===== config.mk =====
export PLATFORM = sky130hd
export DESIGN_NAME = cntr_ctrl
export DESIGN_NICKNAME = d
export VERILOG_FILES = /design/src/rtl/cntr_ctrl_pkg.sv /design/src/rtl/cntr_ctrl_count.sv /design/src/rtl/cntr_ctrl.sv
export SDC_FILE = /design/constraint.sdc
export NUM_CORES = 1
export LEC_CHECK = 0
export CAP_MARGIN = 15
export CORE_AREA = 2 2 39 41
export DETAILED_ROUTE_END_ITERATION = 6
export DIE_AREA = 0 0 41 43
export DONT_BUFFER_PORTS = 1
export GPL_TIMING_DRIVEN = 0
export HOLD_SLACK_MARGIN = 0.05
export PLACE_DENSITY = 0.71
export REMOVE_ABC_BUFFERS = 1
export SLEW_MARGIN = 10
export SYNTH_ARGS = -nofsm -noshare
export SYNTH_HDL_FRONTEND = slang
export SYNTH_SLANG_ARGS = --single-unit

===== constraint.sdc =====
create_clock -name clk -period 2.6 [get_ports clk]
set_input_delay 0.65 -clock clk [delete_from_list [all_inputs] [get_ports clk]]
set_output_delay 0.65 -clock clk [all_outputs]
set_load 0.02 [all_outputs]

===== src/rtl/cntr_ctrl_pkg.sv =====
// Shared types and constants for the command-driven counter controller.
package cntr_ctrl_pkg;

   // Controller states; the encoding is exported on state_o for debug.
   typedef enum logic [1:0] {
      ST_IDLE  = 2'd0,
      ST_RUN   = 2'd1,
      ST_PAUSE = 2'd2,
      ST_DONE  = 2'd3
   } state_t;

   // Command opcodes carried on cmd_op.
   localparam logic [1:0] OP_START  = 2'd0;
   localparam logic [1:0] OP_STOP   = 2'd1;
   localparam logic [1:0] OP_RESUME = 2'd2;
   localparam logic [1:0] OP_CLEAR  = 2'd3;

endpackage


===== src/rtl/cntr_ctrl_count.sv =====
// WIDTH-bit count register with clear/increment/hold and terminal compare.
module cntr_ctrl_count #(
   parameter int WIDTH = 4
) (
   input  logic             clk,
   input  logic             rst,
   input  logic             clr,
   input  logic             inc,
   input  logic [WIDTH-1:0] term,
   output logic [WIDTH-1:0] count,
   output logic             eq
);

   logic [WIDTH-1:0] count_reg;

   // Clear has priority over increment; otherwise the count holds.
   always_ff @(posedge clk) begin
      if (rst || clr) begin
         count_reg <= '0;
      end else if (inc) begin
         count_reg <= count_reg + WIDTH'(1'b1);
      end
   end

   assign count = count_reg;
   assign eq    = (count_reg == term);

endmodule


===== src/rtl/cntr_ctrl.sv =====
// Command decode, run/pause/done FSM and terminal-count pulse for an up-counter.
module cntr_ctrl
   import cntr_ctrl_pkg::*;
#(
   parameter int WIDTH = 4
) (
   input  logic             clk,
   input  logic             rst,
   input  logic             tick,
   input  logic             cmd_valid,
   output logic             cmd_ready,
   input  logic [1:0]       cmd_op,
   input  logic [WIDTH-1:0] cmd_term,
   input  logic             cmd_reload,
   output logic [WIDTH-1:0] count,
   output logic             running,
   output logic             done,
   output logic [1:0]       state_o
);

   state_t           state_reg, state_next;
   logic [WIDTH-1:0] term_reg;
   logic             reload_reg;
   logic             done_reg, done_next;
   logic             load;
   logic             cnt_clr, cnt_inc;
   logic             cnt_eq;
   logic             accept;

   // The only combinational output path: no back-pressure outside reset.
   assign cmd_ready = !rst;
   assign accept    = cmd_valid && cmd_ready;

   cntr_ctrl_count #(
      .WIDTH (WIDTH)
   ) u_count (
      .clk   (clk),
      .rst   (rst),
      .clr   (cnt_clr),
      .inc   (cnt_inc),
      .term  (term_reg),
      .count (count),
      .eq    (cnt_eq)
   );

   // State, terminal configuration and done pulse registers.
   always_ff @(posedge clk) begin
      if (rst) begin
         state_reg  <= ST_IDLE;
         term_reg   <= '0;
         reload_reg <= 1'b0;
         done_reg   <= 1'b0;
      end else begin
         state_reg <= state_next;
         done_reg  <= done_next;
         if (load) begin
            term_reg   <= cmd_term;
            reload_reg <= cmd_reload;
         end
      end
   end

   // Next-state and datapath controls; an accepted command always swallows the tick.
   always_comb begin
      state_next = state_reg;
      done_next  = 1'b0;
      load       = 1'b0;
      cnt_clr    = 1'b0;
      cnt_inc    = 1'b0;
      if (accept) begin
         case (cmd_op)
            OP_START: begin
               load       = 1'b1;
               cnt_clr    = 1'b1;
               state_next = ST_RUN;
            end
            OP_STOP: begin
               if (state_reg == ST_RUN) state_next = ST_PAUSE;
            end
            OP_RESUME: begin
               if (state_reg == ST_PAUSE) state_next = ST_RUN;
            end
            default: begin
               cnt_clr    = 1'b1;
               state_next = ST_IDLE;
            end
         endcase
      end else if (state_reg == ST_RUN && tick) begin
         if (cnt_eq) begin
            done_next = 1'b1;
            if (reload_reg) begin
               cnt_clr = 1'b1;
            end else begin
               state_next = ST_DONE;
            end
         end else begin
            cnt_inc = 1'b1;
         end
      end
   end

   assign running = (state_reg == ST_RUN);
   assign done    = done_reg;
   assign state_o = state_reg;

endmodule

==> qor.csv <==
stage,metric,value,unit
run_status,outcome,"complete, no violations",
floorplanning,std_cell_rows,14,
min_path,hold_class,input port to register,
synth,synthCells,76,
timing,relSlewSlack,74.24,%
place,dp_hpwl,932.5,um
critical_path,cp_slowest_stage_delay,0.53,ns
floorplanning,io_pins,20,
floorplanning,die_w,41,um
clocking,numCtsBuffers,3,
finish,nets,94,
clocking,cts.repair.resized,0,
clocking,hold_buffers,0,
pwr,power.total,0.0003907,W
detailed_routing,drcViolationCount,0,
place,port_buffers,0,
finish,fin_util,50.81,%
grt,grt_pass1_wl,2007,um
critical_path,r2r_cells,5,
timing,setup_viol,0,
timing,hold_viol,0,
timing,fin_setup_tns,0,ns
clocking,clock_latency,0.27,ns
pwr,power.leakage,0.2927,nW
detailed_routing,drtIter0Drc,1,
clocking,clock_sink_count,12,
critical_path,crit_chain,and2b_1,
place,globalplace.congestion,0.8021,
finish,diodes,0,
critical_path,worstPathMaxFanout,5,
detailed_routing,wl_per_cell,12.97,um
pwr,p_per_area,555.7,nW/um2
clocking,path_clk_slew,0.08,ns
job,maxCapViolations,0,
critical_path,setup.worst_path.class,register to output port,
clocking,cts_buffer_depth,2,
floorplanning,start_util,47.92,%
synth,ys_ff_latch,12,
detailed_routing,ant_nets,0,
floorplanning,core,1384,um2
clocking,cts_tree,yes,
timing,tightest_slew,0.3835,ns
grt,grt.overflow.total,0,
timing,slew_violations,0,
synth,netlist_area,663.1,um2
grt,antenna_found_initial,0,
detailed_routing,drtPass1Iterations,4,
timing,clock.fmax,559.3,MHz
detailed_routing,wirelength,1219,um
clocking,htree_num_levels,1,
clocking,postCtsSetupRepairBufs,0,
timing,fin_skew,0.004563,ns
grt,grt_pass1_vias,476,
timing,period_minus_slack,1.788,ns
timing,fin_crit_sh,68.77,%
timing,rsz0062_at_grt,no,
critical_path,critPathSlowestCell,dfxtp_1,
finish,drive_above_1_share,10.26,%
finish,syn2layout_area_growth,6.038,%
detailed_routing,routed_via_density,5.596,
clocking,root_buffer,clkbuf_4,
grt,gr-usage-all-layers,16.75,%
min_path,whs_path_depth,1,
pwr,ir_drop,0.0002285,V
synth,synth_area_per_cell,8.725,um2
critical_path,cp-start-kind,register,
floorplanning,chipHeight,43,um
critical_path,cp.depth,1,
detailed_routing,vias,526,
critical_path,worstPathArrival,1.14,ns
grt,grt_max_degree,11,
critical_path,worstPathRequired,1.95,ns
synth,ys_seq_area_share,36.23,%
critical_path,crit_family,flip-flops,
synth,yosysWarnings,0,
critical_path,end_kind,output port,
floorplanning,die_area,1763,um2
critical_path,cp_num_buf_inv,0,
synth,synth.distinct_cells,25,
[layer usage]
metal	part of all wire, %	global-route usage, %	up-vias
met4	1.1	10.00	0
met2	47	23.75	17
li1	-	-	263
met5	0	0	-
met1	45	21.24	244
met3	6.7	5.236	2
[worst paths after layout]
check                      startpoint                       end  slack, ns
max reg2reg   state_o[1]$_SDFFE_PP0P_   state_o[1]$_SDFFE_PP0P_       0.90
min                               rst  term_reg[2]$_SDFFE_PP0P_       0.43
max           state_o[0]$_SDFFE_PP0P_                   running       0.81
min reg2reg  term_reg[1]$_SDFFE_PP0P_  term_reg[1]$_SDFFE_PP0P_       0.47
[cell families (layout without fill, tap and decap cells)]
logic type,Yosys count,count (layout),share of synthesized area [%]
AOI/OAI and AO/OA,12,12,10.75
xor gates and xnor gates,7,7,9.245
adders and majority gates,4,4,7.547
buffers and inverters,5,7,4.150
DFF,12,12,36.23
and+or+nand+nor,36,36,32.07
[cell usage in the layout (no fill, tap or decap), drive strengths merged, types with 2 or more instances in the layout]
cell,count
clkbuf,4
xnor2,3
nand3,9
nor2,7
inv,3
a21oi,8
nand2b,3
xor2,4
o21ai,2
nor2b,2
ha,4
dfxtp,12
nand2,8
[worst reg2reg max path, cell delays in order (launching register included)]
cell and delay (ns):
dfxtp_1 0.49, and2b_1 0.32, nand2b_1 0.18, a21oi_1 0.25, o21ai_2 0.11, a221oi_1 0.26
[Yosys cell counts (all sizes together)]
| library cell | number | area (um2) |
|---|---|---|
| nand3 | 9 | 45.04 |
| xor2 | 4 | 35.03 |
| nor2 | 7 | 26.28 |
| xnor2 | 3 | 26.28 |
| and4b | 1 | 10.01 |
| dfxtp | 12 | 240.2 |
| a221oi | 1 | 8.760 |
| ha | 4 | 50.05 |
| and3 | 1 | 6.260 |
| nand2b | 3 | 26.27 |
| inv | 3 | 11.26 |
| a311oi | 1 | 8.760 |
| nor2b | 2 | 12.51 |
| nor4 | 1 | 21.27 |
| buf | 2 | 16.26 |
| nand2 | 8 | 30.03 |
| o21ai | 2 | 13.76 |
| a21oi | 8 | 40.04 |
| and2b | 1 | 7.510 |
| nor4b | 1 | 15.01 |
| nor3b | 1 | 7.510 |
| nor3 | 1 | 5.000 |
[power breakdown]
group	internal [W]	total [W]	switching, W	leakage [nW]
sequential	0.000189	0.000199	0.00000992	0.0974
combinational	0.0000181	0.0000421	0.0000241	0.174
clock	0.0000851	0.000149	0.0000641	0.0210
total	0.000293	0.000391	0.0000981	0.293
[layout make-up]
class	count	area (um2)
Multi-Input combinational cell	59	395.4
Tap cell	16	20.02
Sequential cell	12	240.2
Fill cell	139	680.7
Clock buffer	4	36.28
Inverter	3	11.26
[per-stage QoR]
step / setup slack [ns] / cell area, um2 / hold slack [ns] / instances
after floorplan: 0.9527 / 646.9 / 0.4418 / 74
after global placement: 0.8944 / 666.9 / 0.4502 / 90
after detailed placement: 0.8701 / 666.9 / 0.4525 / 90
after CTS: 0.8015 / 703.2 / 0.4200 / 94
after global routing: 0.7494 / 703.2 / 0.4164 / 94
final: 0.8119 / 703.2 / 0.4333 / 94
No activity file was read; power rests on OpenSTA's default activity.
